===== src/rtl/lane_scroller.sv =====
// Purpose: rotates one lane of obstacles on each prescaled rising edge of a slow toggle clock.
// Latency: o_Lane shifts on the 3rd i_Clk edge after the slow rise; o_Step follows for one cycle.
// Backpressure: none; i_Enable pauses motion, and i_Load overrides a coincident shift.
module lane_scroller #(
   parameter int                 LANE_W        = 10,
   parameter int                 STEP_DIV      = 1,
   parameter logic [LANE_W-1:0]  RESET_PATTERN = LANE_W'(10'b0000000111)
) (
   input  logic                       i_Clk,
   input  logic                       i_Rst_L,
   input  logic                       i_Slow_Clk,
   input  logic                       i_Enable,
   input  logic                       i_Dir,
   input  logic                       i_Load,
   input  logic [LANE_W-1:0]          i_Pattern,
   input  logic [$clog2(LANE_W)-1:0]  i_Query_Col,
   output logic [LANE_W-1:0]          o_Lane,
   output logic                       o_Step,
   output logic                       o_Occupied
);

   localparam int         QW        = $clog2(LANE_W);
   localparam logic [7:0] PRESC_MAX = 8'(STEP_DIV - 1);

   typedef enum logic [1:0] {
      ARM   = 2'd0,
      RUN   = 2'd1,
      PAUSE = 2'd2
   } state_t;

   state_t              state_q;
   logic [1:0]          arm_cnt_q;
   logic                s1_q, s2_q, s3_q;
   logic [7:0]          presc_q, presc_d;
   logic [LANE_W-1:0]   lane_q, lane_d;
   logic                step_q, step_d;
   logic                tick;
   logic                load_ok;
   logic                wrap;

   // Two-flop synchroniser for the slow toggle plus one history flop for edge detection.
   always_ff @(posedge i_Clk or negedge i_Rst_L) begin
      if (!i_Rst_L) begin
         s1_q <= 1'b0;
         s2_q <= 1'b0;
         s3_q <= 1'b0;
      end else begin
         s1_q <= i_Slow_Clk;
         s2_q <= s1_q;
         s3_q <= s2_q;
      end
   end

   // Mode FSM: ARM lets the sync chain fill with real samples before any edge counts.
   always_ff @(posedge i_Clk or negedge i_Rst_L) begin
      if (!i_Rst_L) begin
         state_q   <= ARM;
         arm_cnt_q <= 2'd0;
      end else begin
         case (state_q)
            ARM: begin
               if (arm_cnt_q == 2'd2) begin
                  state_q <= i_Enable ? RUN : PAUSE;
               end else begin
                  arm_cnt_q <= arm_cnt_q + 2'd1;
               end
            end
            RUN: begin
               if (!i_Enable) begin
                  state_q <= PAUSE;
               end
            end
            PAUSE: begin
               if (i_Enable) begin
                  state_q <= RUN;
               end
            end
            default: state_q <= ARM;
         endcase
      end
   end

   assign tick    = s2_q & ~s3_q & (state_q == RUN);
   assign load_ok = i_Load & (state_q != ARM);
   assign wrap    = (presc_q == PRESC_MAX);

   // Next lane/prescaler: a load beats a shift; column 0 is the leftmost cell.
   always_comb begin
      lane_d  = lane_q;
      presc_d = presc_q;
      step_d  = 1'b0;
      if (load_ok) begin
         lane_d  = i_Pattern;
         presc_d = 8'd0;
      end else if (tick) begin
         if (wrap) begin
            presc_d = 8'd0;
            step_d  = 1'b1;
            if (i_Dir) begin
               lane_d = {lane_q[LANE_W-2:0], lane_q[LANE_W-1]};
            end else begin
               lane_d = {lane_q[0], lane_q[LANE_W-1:1]};
            end
         end else begin
            presc_d = presc_q + 8'd1;
         end
      end
   end

   // Lane, prescaler and step pulse registers.
   always_ff @(posedge i_Clk or negedge i_Rst_L) begin
      if (!i_Rst_L) begin
         lane_q  <= RESET_PATTERN;
         presc_q <= 8'd0;
         step_q  <= 1'b0;
      end else begin
         lane_q  <= lane_d;
         presc_q <= presc_d;
         step_q  <= step_d;
      end
   end

   assign o_Lane     = lane_q;
   assign o_Step     = step_q;
   // Column indices past the lane end read as empty.
   assign o_Occupied = ({1'b0, i_Query_Col} < (QW+1)'(LANE_W)) ? lane_q[i_Query_Col] : 1'b0;

endmodule


===== config.mk =====
export PLATFORM = sky130hd
export DESIGN_NAME = lane_scroller
export DESIGN_NICKNAME = d
export VERILOG_FILES = /design/src/rtl/lane_scroller.sv
export SDC_FILE = /design/constraint.sdc
export NUM_CORES = 1
export LEC_CHECK = 0
export BUFFER_PORTS_ARGS = -buffer_cell sky130_fd_sc_hd__buf_2
export CAP_MARGIN = 5
export CORE_AREA = 3 3 60 62
export DETAILED_ROUTE_END_ITERATION = 8
export DIE_AREA = 0 0 63 65
export HOLD_SLACK_MARGIN = 0.08
export PLACE_DENSITY = 0.68
export SETUP_SLACK_MARGIN = 0.02
export SYNTH_ARGS = -nofsm -noshare
export SYNTH_HDL_FRONTEND = slang
export SYNTH_SLANG_ARGS = --single-unit

===== constraint.sdc =====
create_clock -name i_Clk -period 3 [get_ports i_Clk]
set_input_delay 0.45 -clock i_Clk [delete_from_list [all_inputs] [get_ports i_Clk]]
set_output_delay 0.45 -clock i_Clk [all_outputs]
set_load 0.01 [all_outputs]

# --- Yosys cells after proc, flatten, opt, wreduce, memory -nomap -nowiden ---
# Index checks and enable logic that the tools add are counted.
op_classes:
  add_sub_neg: 2
  multipliers: 0
  div_mod_pow: 0
  magnitude_cmp: 2
  eq_ne: 6
  shift: 0
  n_mux: 18
  n_bitwise: 5
  reduce_logical: 8
op_table:
  columns: ["operator", "n"]
  rows:
  - ["10-bit 2-to-1 mux", 4]
  - ["8-bit 2-to-1 mux", 3]
  - ["8-bit by 1-bit adder with 8-bit output, second input constant", 1]
  - ["8-bit logical NOT", 1]
  - ["2-bit 2-to-1 mux", 4]
  - ["2-bit != test, second input constant", 3]
  - ["2-bit one-hot mux with 3 select lines", 1]
  - ["2-bit nonzero test", 3]
  - ["4-bit by 5-bit < comparator with 1-bit output, second input constant", 1]
  - ["1-bit 2-to-1 mux", 5]
  - ["1-bit binary-select mux with 4-bit select", 1]
  - ["2-bit equality test, second input constant", 2]
  - ["4-bit < comparator, second input constant", 1]
  - ["2-bit AND reduction", 2]
  - ["1-bit bitwise AND", 3]
  - ["3-bit AND reduction", 1]
  - ["2-bit by 1-bit adder with 2-bit output, second input constant", 1]
  - ["2-bit by 1-bit equality test with 1-bit output, second input constant", 1]
  - ["2-bit logical NOT", 1]
  - ["1-bit inverter", 2]
totals:
  ff_bits: 26
  latchBits: 0
  mem_bits_rw: 0
  mem_bits_ro: 0
  inputBits: 20
  out_inout_bits: 12
  elab_cells: 49
  memories: 0

# --- Longest topological paths before layout ---
# Gate-level depths: netlist (run 1).
logic_depth:
  ltp_word: 5
  ltp_mapped: 7
  depth_no_buf: 6

# --- Worst setup path after synthesis (run 1) ---
# OpenSTA, ideal clock, no wires.
synth_path:
  path_kind: "input -> output"
  from: "input port i_Query_Col[0]"
  to: "output port o_Occupied"
  arrival_ps: 1166
  required_ps: 2550
  setup_slack_ps: 1384
  cell_stages: 3
  n_path_buf: 0
  cell_sequence: "mux4_2 mux2i_1 o21ai_0"
synth_between:
  elab_chain_len: 3
  elab_cells_between_ends: 4
  classes_between: "1 x order compare; 3 x mux"
synth_rtl:
  columns: ["element", "line_no", "source"]
  rows:
  - ["start, declared", "16", "input logic [$clog2(LANE_W)-1:0] i_Query_Col,"]
  - ["1-bit binary-select mux with 4-bit select", "126", "assign o_Occupied = ({1'b0, i_Query_Col} < (QW+1)'(LANE_W)) ? lane_q[i_Query_Col] : 1'b0;"]
  - ["1-bit 2-to-1 mux (not written as such)", "126", null]
  - ["1-bit 2-to-1 mux (*)", "126", null]
  - ["end, declared", "19", "output logic o_Occupied"]
# Every way passes the cells marked *; elsewhere a longest branch is shown, timed or not. The select of a mux whose other input is x is not followed.

# --- Worst setup path after layout (run 1) ---
layout_path:
  from: "register lane_q[5] (netlist: o_Lane[5])"
  to: "output port o_Occupied"
layout_between:
  elab_chain_len: 3
layout_rtl:
  columns: ["element", "line_no", "source"]
  rows:
  - ["start, declared", "35", "logic [LANE_W-1:0] lane_q, lane_d;"]
  - ["start signal, assigned", "117", "lane_q <= lane_d;"]
  - ["1-bit binary-select mux with 4-bit select", "126", null]
  - ["1-bit 2-to-1 mux (not written as such)", "126", null]
  - ["1-bit 2-to-1 mux", "126", null]
# Every way passes these cells. The select of a mux whose other input is x is not followed.

==> flow_summary.json, run 1 <==
{
  "critPathCapture": "o_Occupied",
  "max_stage_delay_ps": 480,
  "synth_edf_count": 0,
  "dr_total_vias": 1110,
  "gp_congestion": 0.817,
  "grt_setup_unrepaired": "false",
  "finalSetupViolations": 0,
  "die_w_um": 63,
  "yosysWarnings": 0,
  "period_needed_ps": 2060,
  "fin_util_pct": 52.0,
  "worstHoldPathType": "primary input to asynchronous set/reset pin",
  "max_freq_ghz": 0.486,
  "syn-cell-area_um2": 1370,
  "post-place-ws_ps": 1100,
  "clock-sinks": 26,
  "worstPathCellList": "mux4_2, mux2i_1, o21ai_0, buf_2",
  "syn_inst": 127,
  "hold_viol_final": 0,
  "r2r_cells": 6,
  "crit_start": "o_Lane[5]$_DFFE_PN0P_",
  "path_class": "flop to output pin",
  "finClkSkew_ps": 2.05,
  "insertedDiodeCount": 0,
  "setup_slack_ps": 944,
  "cts_hold_buffers": 0,
  "area_growth_pct": 17.0,
  "grt_max_degree": 27,
  "outcome": "finished clean",
  "cpMaxStageDelayCell": "mux4_2",
  "worstMarginPinSlew_ps": 560,
  "r2r-start": "presc_q[0]$_DFFE_PN0P_",
  "ctsRootBufferMaster": "clkbuf_4",
  "wl_um": 2890,
  "reg2reg_slack_ps": 1300,
  "ys_ff_latch": 26,
  "drcViolationCount": 0,
  "grt_usage_pct": 15.3,
  "p_leak_uw": 0.000739,
  "clkTransAtPathRegs_ps": 130,
  "fillers": 305,
  "htree_levels": 1,
  "synth_top_flop_cell": "dfrtp_1",
  "layout.cells.non_filler": 203,
  "startpoint_type": "flop",
  "drt-vias-per-instance": 5.47,
  "overflow": 0,
  "area.sequential_um2": 654,
  "post_cts_buffers": 0,
  "wl_per_cell_um": 14.2,
  "grt_pass1_wl_um": 5020,
  "grt_pass1_vias": 1120,
  "ys_seq_area_share_pct": 47.8,
  "syn_avg_cell_area_um2": 10.8,
  "die-area_um2": 4100,
  "syn-num-nets": 150,
  "rows": 20,
  "firstDrtPassIters": 4,
  "io_buffer_count": 31,
  "final_nets": 183,
  "slew_viol_final": 0,
  "drv_cap": 0,
  "die-height_um": 65,
  "crit_arrival_ps": 1610,
  "endpoint_kind": "output pin",
  "crit_required_ps": 2550,
  "postRouteAntennaNets": 0,
  "netlist-cell-type-count": 37,
  "first_iter_violations": 71,
  "cts_buffer_depth": 2,
  "cts_resized": 0,
  "multi_input_area_um2": 678,
  "dpl.cell_count": 199,
  "vdd_ir_drop_max_v": 0.000275,
  "initial_core_util_pct": 44.5,
  "r2r_end": "o_Lane[0]$_DFFE_PN1P_",
  "slew_headroom_pct": 62.6,
  "cts_tree": "yes",
  "crit_fanout": 5,
  "boundaryPins": 32,
  "fin_crit_sh_pct": 68.5,
  "hpwlAfterDp_um": 2150,
  "setup_tns_ps": 0,
  "clock_latency_ps": 310,
  "core_um2": 3080,
  "drive_above_1_share_pct": 28.3,
  "cts_buffers": 3,
  "async_reset_ff_share_pct": 100,
  "p_per_area_nw_per_um2": 480,
  "antenna_found_initial": 0
}
==> report_power, final <==
| group | total (uW) | switching, uW | internal (uW) |
|---|---|---|---|
| clock | 174 | 100 | 74.2 |
| sequential | 426 | 39.2 | 387 |
| combinational | 169 | 89.0 | 79.7 |
==> cells in the mapped netlist (2+ instances only) <==
| cell type | n | share of area (%) |
|---|---|---|
| dfstp_2 | 3 | 5.8 |
| nor2_1 | 9 | 2.5 |
| ha_1 | 3 | 2.7 |
| dfrtp_1 | 23 | 42 |
| o31ai_1 | 2 | 1.1 |
| or4_1 | 2 | 1.1 |
| a21oi_1 | 9 | 3.3 |
| nor3_1 | 2 | 0.73 |
| a22oi_1 | 7 | 3.8 |
| inv_1 | 4 | 1.1 |
| nand3_1 | 2 | 0.73 |
| buf_2 | 2 | 0.73 |
| mux4_2 | 2 | 3.3 |
| and2_1 | 3 | 1.4 |
| o21ai_0 | 12 | 4.4 |
| xor2_1 | 2 | 1.3 |
| o21a_1 | 3 | 1.6 |
| mux2i_1 | 13 | 9.5 |
| nand2_1 | 5 | 1.4 |
| nand4_1 | 2 | 0.91 |
==> cell type report <==
| class | instances | share of cell area [%] |
|---|---|---|
| multi-input combinational | 93 | 42.3 |
| sequential | 26 | 40.9 |
| clock buffer | 4 | 2.27 |
| timing repair buffer | 32 | 10.2 |
| inverter | 4 | 0.937 |
| tap | 44 | 3.44 |
==> sequential cells by signal, indices dropped and copies added (netlist names) <==
signal	cells
o_Lane	10
presc_q	8
arm_cnt_q	2
state_q	2
o_Step	1
s1_q	1
s2_q	1
s3_q	1
==> metrics by stage <==
| stage | total power (uW) | area, um2 | hold slack, ps |
|---|---|---|---|
| global route | 820 | 1600 | 134 |
| CTS | 778 | 1600 | 123 |
| finish | 769 | 1600 | 103 |
| floorplan | 527 | 1370 | 154 |
| detailed placement | 603 | 1570 | 340 |
| global placement | 596 | 1570 | 334 |
==> cells by family after synthesis <==
| kind of cell | synth area share, % |
|---|---|
| AO/OA/AOI/OAI | 17.8 |
| flip-flops | 47.8 |
| adder cells (fa/ha/maj) | 2.74 |
| multiplexers | 12.8 |
| XOR/XNOR | 1.92 |
| AND/OR/NAND/NOR | 14.3 |
| buffers and inverters | 2.65 |
==> worst min-delay path by stage <==
| stage | from | to | slack (ps) | cells past startpoint |
|---|---|---|---|---|
| final | i_Rst_L | o_Lane[3]$_DFFE_PN0P_ | 100 | 1 |
| after floorplan | i_Rst_L | arm_cnt_q[0]$_DFFE_PN0P_ | 150 | 0 |
| after detailed placement | s1_q$_DFF_PN0_ | s2_q$_DFF_PN0_ | 340 | 0 |
| after global routing | i_Rst_L | presc_q[0]$_DFFE_PN0P_ | 130 | 1 |
| after global placement | s1_q$_DFF_PN0_ | s2_q$_DFF_PN0_ | 330 | 0 |
| after CTS | i_Rst_L | presc_q[0]$_DFFE_PN0P_ | 120 | 1 |
==> cells in the final DEF, fill, tap and decap left out, drive strengths merged, types with 2 or more instances in the layout <==
cell    Yosys  final
a21oi       9      9
o21a        3      3
buf         3     32
nand4       2      2
xor2        2      2
nor2        9      9
dfstp       3      3
mux4        2      2
a22oi       7      7
o21ai      13     13
mux2i      13     13
clkbuf      1      4
dfrtp      23     23
nor3        2      2
nand2       5      5
nand3       2      2
inv         4      4
o31ai       2      2
and2        3      3
or4         2      2
ha          3      3
==> routing by layer <==
layer  up-vias  track usage (%)  routed length, um
met1       536             19.2               1310
met3         6             3.81                172
met4         0             5.51                 33
li1        539                -                  -
met5         -                0                  0
met2        29             25.4               1380
==> worst max-delay path, delay by kind of cell (launching register included) <==
family | cells | cell delay [ps]
muxes | 2 | 610
DFF | 1 | 460
AOI/OAI and AO/OA | 1 | 80
buffers and inverters | 1 | 140
Power figures use the tool's default switching activity.
==> inputs of run 2 (changes only) <==
- clock period: 3 -> 2 ns (I/O delays scaled with it)
==> run 2 against run 1 <==
- combinational power increased by 57%
- via count increased by 4.1%
- highest routed layer unchanged
- design area increased by 2.3%
- global-route usage shrank 0.76 points
- critical path depth did not move
- hold slack better by 30 ps
- non-clock buffer count grew 4
- register-to-register slack worse by 950 ps
- sequential share of layout area decreased by 0.83 points
- core utilization is 1.2 points higher
- total power is 51% higher
- cell count is 2.0% higher
==> flow_summary.json, run 2 (synthesized netlist as in run 1, its figures left out) <==
{
  "p_per_area_nw_per_um2": 710,
  "r2r_cells": 4,
  "cp_top_family": "multiplexers",
  "ctsRootBufferMaster": "clkbuf_4",
  "drcViolationCount": 0,
  "insertedDiodeCount": 0,
  "vdd_ir_drop_max_v": 0.000404,
  "final_common_cell": "buf_2",
  "crit_required_ps": 1700,
  "fin_crit_sh_pct": 94.2,
  "largest_reg_flops": 10,
  "grt_pass1_wl_um": 4730,
  "switching_power_uw": 342,
  "max_stage_delay_ps": 460,
  "clockPowerShare_pct": 22.3,
  "antenna_found_initial": 0,
  "worstMarginPinSlew_ps": 577,
  "die_w_um": 63,
  "first_iter_violations": 104,
  "finalSetupViolations": 0,
  "r2r_end": "presc_q[5]$_DFFE_PN0P_",
  "power.internal_uw": 822,
  "drive_above_1_share_pct": 29.4,
  "drt-vias-per-instance": 5.58,
  "core_um2": 3080,
  "final_cell_mix": "buf_2, dfrtp_1, mux2i_1",
  "whs_endpoint": "state_q[1]$_DFFE_PN0P_",
  "die-height_um": 65,
  "final_nets": 187,
  "worstHoldPathType": "primary input to flop",
  "r2r-start": "state_q[1]$_DFFE_PN0P_",
  "gp_congestion": 0.809,
  "crit_arrival_ps": 1580,
  "hold_viol_final": 0,
  "wl_per_cell_um": 13.7,
  "p_sw_share_pct": 29.4,
  "critPathBufInv": 1,
  "layout.cells.non_filler": 207,
  "path_class": "flop to output pin",
  "cts_tree": "yes",
  "hold_path_depth": 2,
  "cts_buffer_depth": 2,
  "clock_latency_ps": 310,
  "boundaryPins": 32,
  "endpoint_kind": "output pin",
  "period_needed_ps": 1880,
  "die-area_um2": 4100,
  "postRouteAntennaNets": 0,
  "cpMaxStageDelayCell": "dfrtp_2",
  "outcome": "finished clean",
  "grt_setup_unrepaired": "false",
  "dpl.cell_count": 200,
  "clkTransAtPathRegs_ps": 130,
  "dr_total_vias": 1155,
  "grt_max_degree": 27,
  "htree_levels": 1,
  "reg2reg_slack_ps": 350,
  "hpwlAfterDp_um": 2120,
  "max_freq_ghz": 0.531,
  "firstDrtPassIters": 4,
  "rows": 20,
  "slew_viol_final": 0,
  "wl_um": 2830,
  "crit_fanout": 5,
  "seq_power_share_pct": 54.8,
  "overflow": 0,
  "multi_input_area_um2": 678,
  "cts_buffers": 3,
  "io_buffer_count": 31,
  "clock-sinks": 26,
  "area_growth_pct": 19.7,
  "grt_usage_pct": 14.5,
  "combPwrFrac_pct": 22.9,
  "hold_ws_ps": 133,
  "worstPathCellList": "mux4_2, mux2i_1, o21ai_0, buf_2",
  "finClkSkew_ps": 3.75,
  "grt_pass1_vias": 1055,
  "p_leak_uw": 0.000756,
  "drv_cap": 0,
  "fillers": 291,
  "area.sequential_um2": 656,
  "initial_core_util_pct": 44.5,
  "worstHoldStart": "i_Enable",
  "setup_tns_ps": 0,
  "slew_headroom_pct": 61.5,
  "startpoint_type": "flop"
}
[run 2: power groups by stage]
stage | clock network, uW | registers, uW | logic [uW]
after floorplan | 0 | 652 | 138
after global placement | 0 | 646 | 251
after detailed placement | 0 | 648 | 257
after CTS | 270 | 637 | 261
after global routing | 290 | 647 | 297
final | 260 | 637 | 266
[run 2: timing repair]
item | in CTS | in global routing
resized for setup | 0 | 1
setup buffers | 0 | 1
endpoints found under the hold margin | 24 | 0
setup endpoints to repair | 0 | 1
hold buffers | 2 | 0
[run 2: worst register-to-register path, cell delays in order, from the launching register on]
cell and delay [ps]:
dfrtp_1 450, nor3b_2 300, o21ai_2 170, or4_1 520, a21oi_1 150
[run 2: how the worst max path moves through the flow]
stage	endpoint	from	cells after the start
6_report	o_Occupied	o_Lane[4]$_DFFE_PN0P_	4
5_1_grt	o_Occupied	o_Lane[4]$_DFFE_PN0P_	4
4_1_cts	o_Occupied	o_Lane[4]$_DFFE_PN0P_	4
3_5_place_dp	o_Lane[3]$_DFFE_PN0P_	presc_q[0]$_DFFE_PN0P_	6
3_3_place_gp	o_Lane[4]$_DFFE_PN0P_	presc_q[0]$_DFFE_PN0P_	7
2_1_floorplan	o_Lane[4]$_DFFE_PN0P_	presc_q[0]$_DFFE_PN0P_	7
[run 2: metrics by stage]
step / power, uW / setup WS, ps / util [%] / area [um2]
global route: 1230 / 23.0 / 53.2 / 1640
floorplan: 790 / 474 / - / 1370
global placement: 897 / 439 / 51.1 / 1570
CTS: 1170 / 79.8 / 52.9 / 1630
finish: 1160 / 117 / 53.2 / 1640
detailed placement: 905 / 349 / 51.1 / 1570
[run 2: final cells by class]
type | instances | share of cell area, %
Inverter | 4 | 0.917
Timing Repair Buffer | 36 | 12.1
Tap cell | 44 | 3.36
Sequential cell | 26 | 40.0
Multi-Input combinational cell | 93 | 41.4
Clock buffer | 4 | 2.22
[run 2: layer usage]
metal	vias to the layer above	wire, um	GRT usage (%)
met5	-	0	0
met4	0	34	4.41
met3	4	197	3.29
met2	41	1340	24.1
met1	560	1260	18.9
li1	550	-	-
==> inputs of run 3 (changes only) <==
--- a/config.mk
+++ b/config.mk
@@ -10,2 +10,3 @@
 export CORE_AREA = 3 3 60 62
+export CTS_BUF_LIST = sky130_fd_sc_hd__clkbuf_4 sky130_fd_sc_hd__clkbuf_8
 export DETAILED_ROUTE_END_ITERATION = 8
--- a/constraint.sdc
+++ b/constraint.sdc
@@ -3,2 +3,2 @@
 set_output_delay 0.3 -clock i_Clk [all_outputs]
-set_load 0.01 [all_outputs]
+set_load 0.1 [all_outputs]
==> run 3 against run 2 <==
- the flow now finishes with violations (negative setup slack)
- core utilization is 1.7 points higher
- non-clock buffer count is 1 higher
- total power is 28% higher
- die area stayed put
- sequential power is 0.9% higher
- clock-buffer cell count stayed put
- largest cell class unchanged
- largest power group unchanged
==> flow_summary.json, run 3 (synthesized netlist as in run 1, its figures left out) <==
{
  "hold_ws_ps": 117,
  "core_um2": 3080,
  "clock_latency_ps": 320,
  "dr_total_vias": 1147,
  "hpwlAfterDp_um": 2250,
  "cts_buffers": 3,
  "slew_headroom_pct": 60.1,
  "max_freq_ghz": 0.499,
  "final_cell_mix": "buf_2, dfrtp_1, mux2i_1",
  "finalSetupViolations": 1,
  "fillers": 287,
  "boundaryPins": 32,
  "area.sequential_um2": 668,
  "cts_tree": "yes",
  "p_per_area_nw_per_um2": 880,
  "path_class": "flop to output pin",
  "grt_usage_pct": 16.0,
  "global_route.usage.met3_pct": 3.29,
  "drive_above_1_share_pct": 33.5,
  "wl_um": 3110,
  "grt.busiest_layer": "met2",
  "hold_viol_final": 0,
  "initial_core_util_pct": 44.5,
  "drv_cap": 0,
  "largest_reg_flops": 10,
  "vdd_ir_drop_max_v": 0.000478,
  "die_w_um": 63,
  "drt-vias-per-instance": 5.51,
  "gp_congestion": 0.790,
  "endpoint_kind": "output pin",
  "crit_fanout": 2,
  "slew_viol_final": 0,
  "io_buffer_count": 31,
  "postRouteAntennaNets": 0,
  "grt_pass1_vias": 1116,
  "final_nets": 188,
  "crit_required_ps": 1700,
  "fin_crit_sh_pct": 100,
  "violations": "negative setup slack",
  "p_leak_uw": 0.000760,
  "first_iter_violations": 77,
  "overflow": 0,
  "finClkSkew_ps": 2.46,
  "die-height_um": 65,
  "startpoint_type": "flop",
  "ctsRootBufferMaster": "clkbuf_4",
  "grtUsageMet1_pct": 21.4,
  "outcome": "finished, violations left",
  "wl_per_cell_um": 15.0,
  "crit_arrival_ps": 1700,
  "area_growth_pct": 23.5,
  "grt_pass1_wl_um": 5240,
  "clkTransAtPathRegs_ps": 140,
  "clock-sinks": 26,
  "worstHoldPathType": "primary input to flop",
  "rows": 20,
  "drcViolationCount": 0,
  "insertedDiodeCount": 0,
  "htree_levels": 1,
  "setup_slack_ps": -4.99,
  "cts_buffer_depth": 2,
  "worstMarginPinSlew_ps": 598,
  "grt_setup_unrepaired": "true",
  "antenna_found_initial": 0,
  "grt_max_degree": 27,
  "total_power_uw": 1490,
  "final_common_cell": "buf_2",
  "use_met2_pct": 26.4,
  "multi_input_area_um2": 702,
  "firstDrtPassIters": 4,
  "die-area_um2": 4100,
  "period_needed_ps": 2000
}
==> run 3: cell count changes in the layout (fill, tap and decap cells not counted), moves of 2 or more <==
| cell | change |
|---|---|
| dfrtp_1 | -4 |
| dfstp_2 | -2 |
| dfstp_4 | +2 |
| dfrtp_2 | +4 |
==> run 3: repair_timing <==
item                       4_1_cts  5_1_grt
pin swaps                        1        0
resized for setup                4        1
setup endpoints to repair        1        1
hold endpoints to repair        24        0
cloned                           0        0
hold buffers                     2        0
buffers inserted                 2        0
==> run 3: layer usage <==
layer / up-vias / part of all wire [%] / routed length (um)
met5: - / 0 / 0
met3: 4 / 5.2 / 161
met4: 0 / 0.84 / 26
met1: 551 / 44 / 1380
met2: 45 / 49 / 1540
li1: 547 / - / -
==> run 3: critical path, cell delays in order, from the launching register on <==
cell and delay (ps):
dfstp_4 490, mux4_2 480, mux2i_4 180, o21ai_4 70, buf_12 160
==> run 3: metrics by stage <==
| stage | instance area (um2) | std cells | util [%] | worst slack, ps | TNS, ps |
|---|---|---|---|---|---|
| floorplan | 1400 | 127 | - | -33.9 | -33.9 |
| global placement | 1600 | 200 | 52.0 | 186 | 0 |
| detailed placement | 1600 | 200 | 52.0 | 161 | 0 |
| CTS | 1680 | 208 | 54.6 | -36.4 | -36.4 |
| global route | 1690 | 208 | 54.9 | -66.0 | -66.0 |
| finish | 1690 | 208 | 54.9 | -4.99 | -4.99 |
==> run 3: layout make-up <==
class	instances	area share, %
multi-input cells	93	41.5
flip-flops and latches	26	39.5
repair buffers	37	13.0
well taps	44	3.26
clock buffers	4	1.78
inverters	4	0.888
==> run 3: worst paths after layout <==
check,startpoint,endpoint,slack (ps),cells after the start
worst max-delay path,o_Lane[0]$_DFFE_PN1P_,o_Occupied,-5,4
worst min-delay path,i_Enable,state_q[1]$_DFFE_PN0P_,120,2
worst max register to register,presc_q[0]$_DFFE_PN0P_,o_Lane[7]$_DFFE_PN0P_,320,6
worst min register to register,s1_q$_DFF_PN0_,s2_q$_DFF_PN0_,370,0
max in group asynchronous,i_Rst_L,o_Lane[8]$_DFFE_PN0P_,1070,2
min in group asynchronous,i_Rst_L,presc_q[6]$_DFFE_PN0P_,500,2
==> run 3: report_power, final <==
part	internal [uW]	total [uW]	switching (uW)
combinational	151	599	448
clock	91.5	246	154
sequential	588	643	55.2
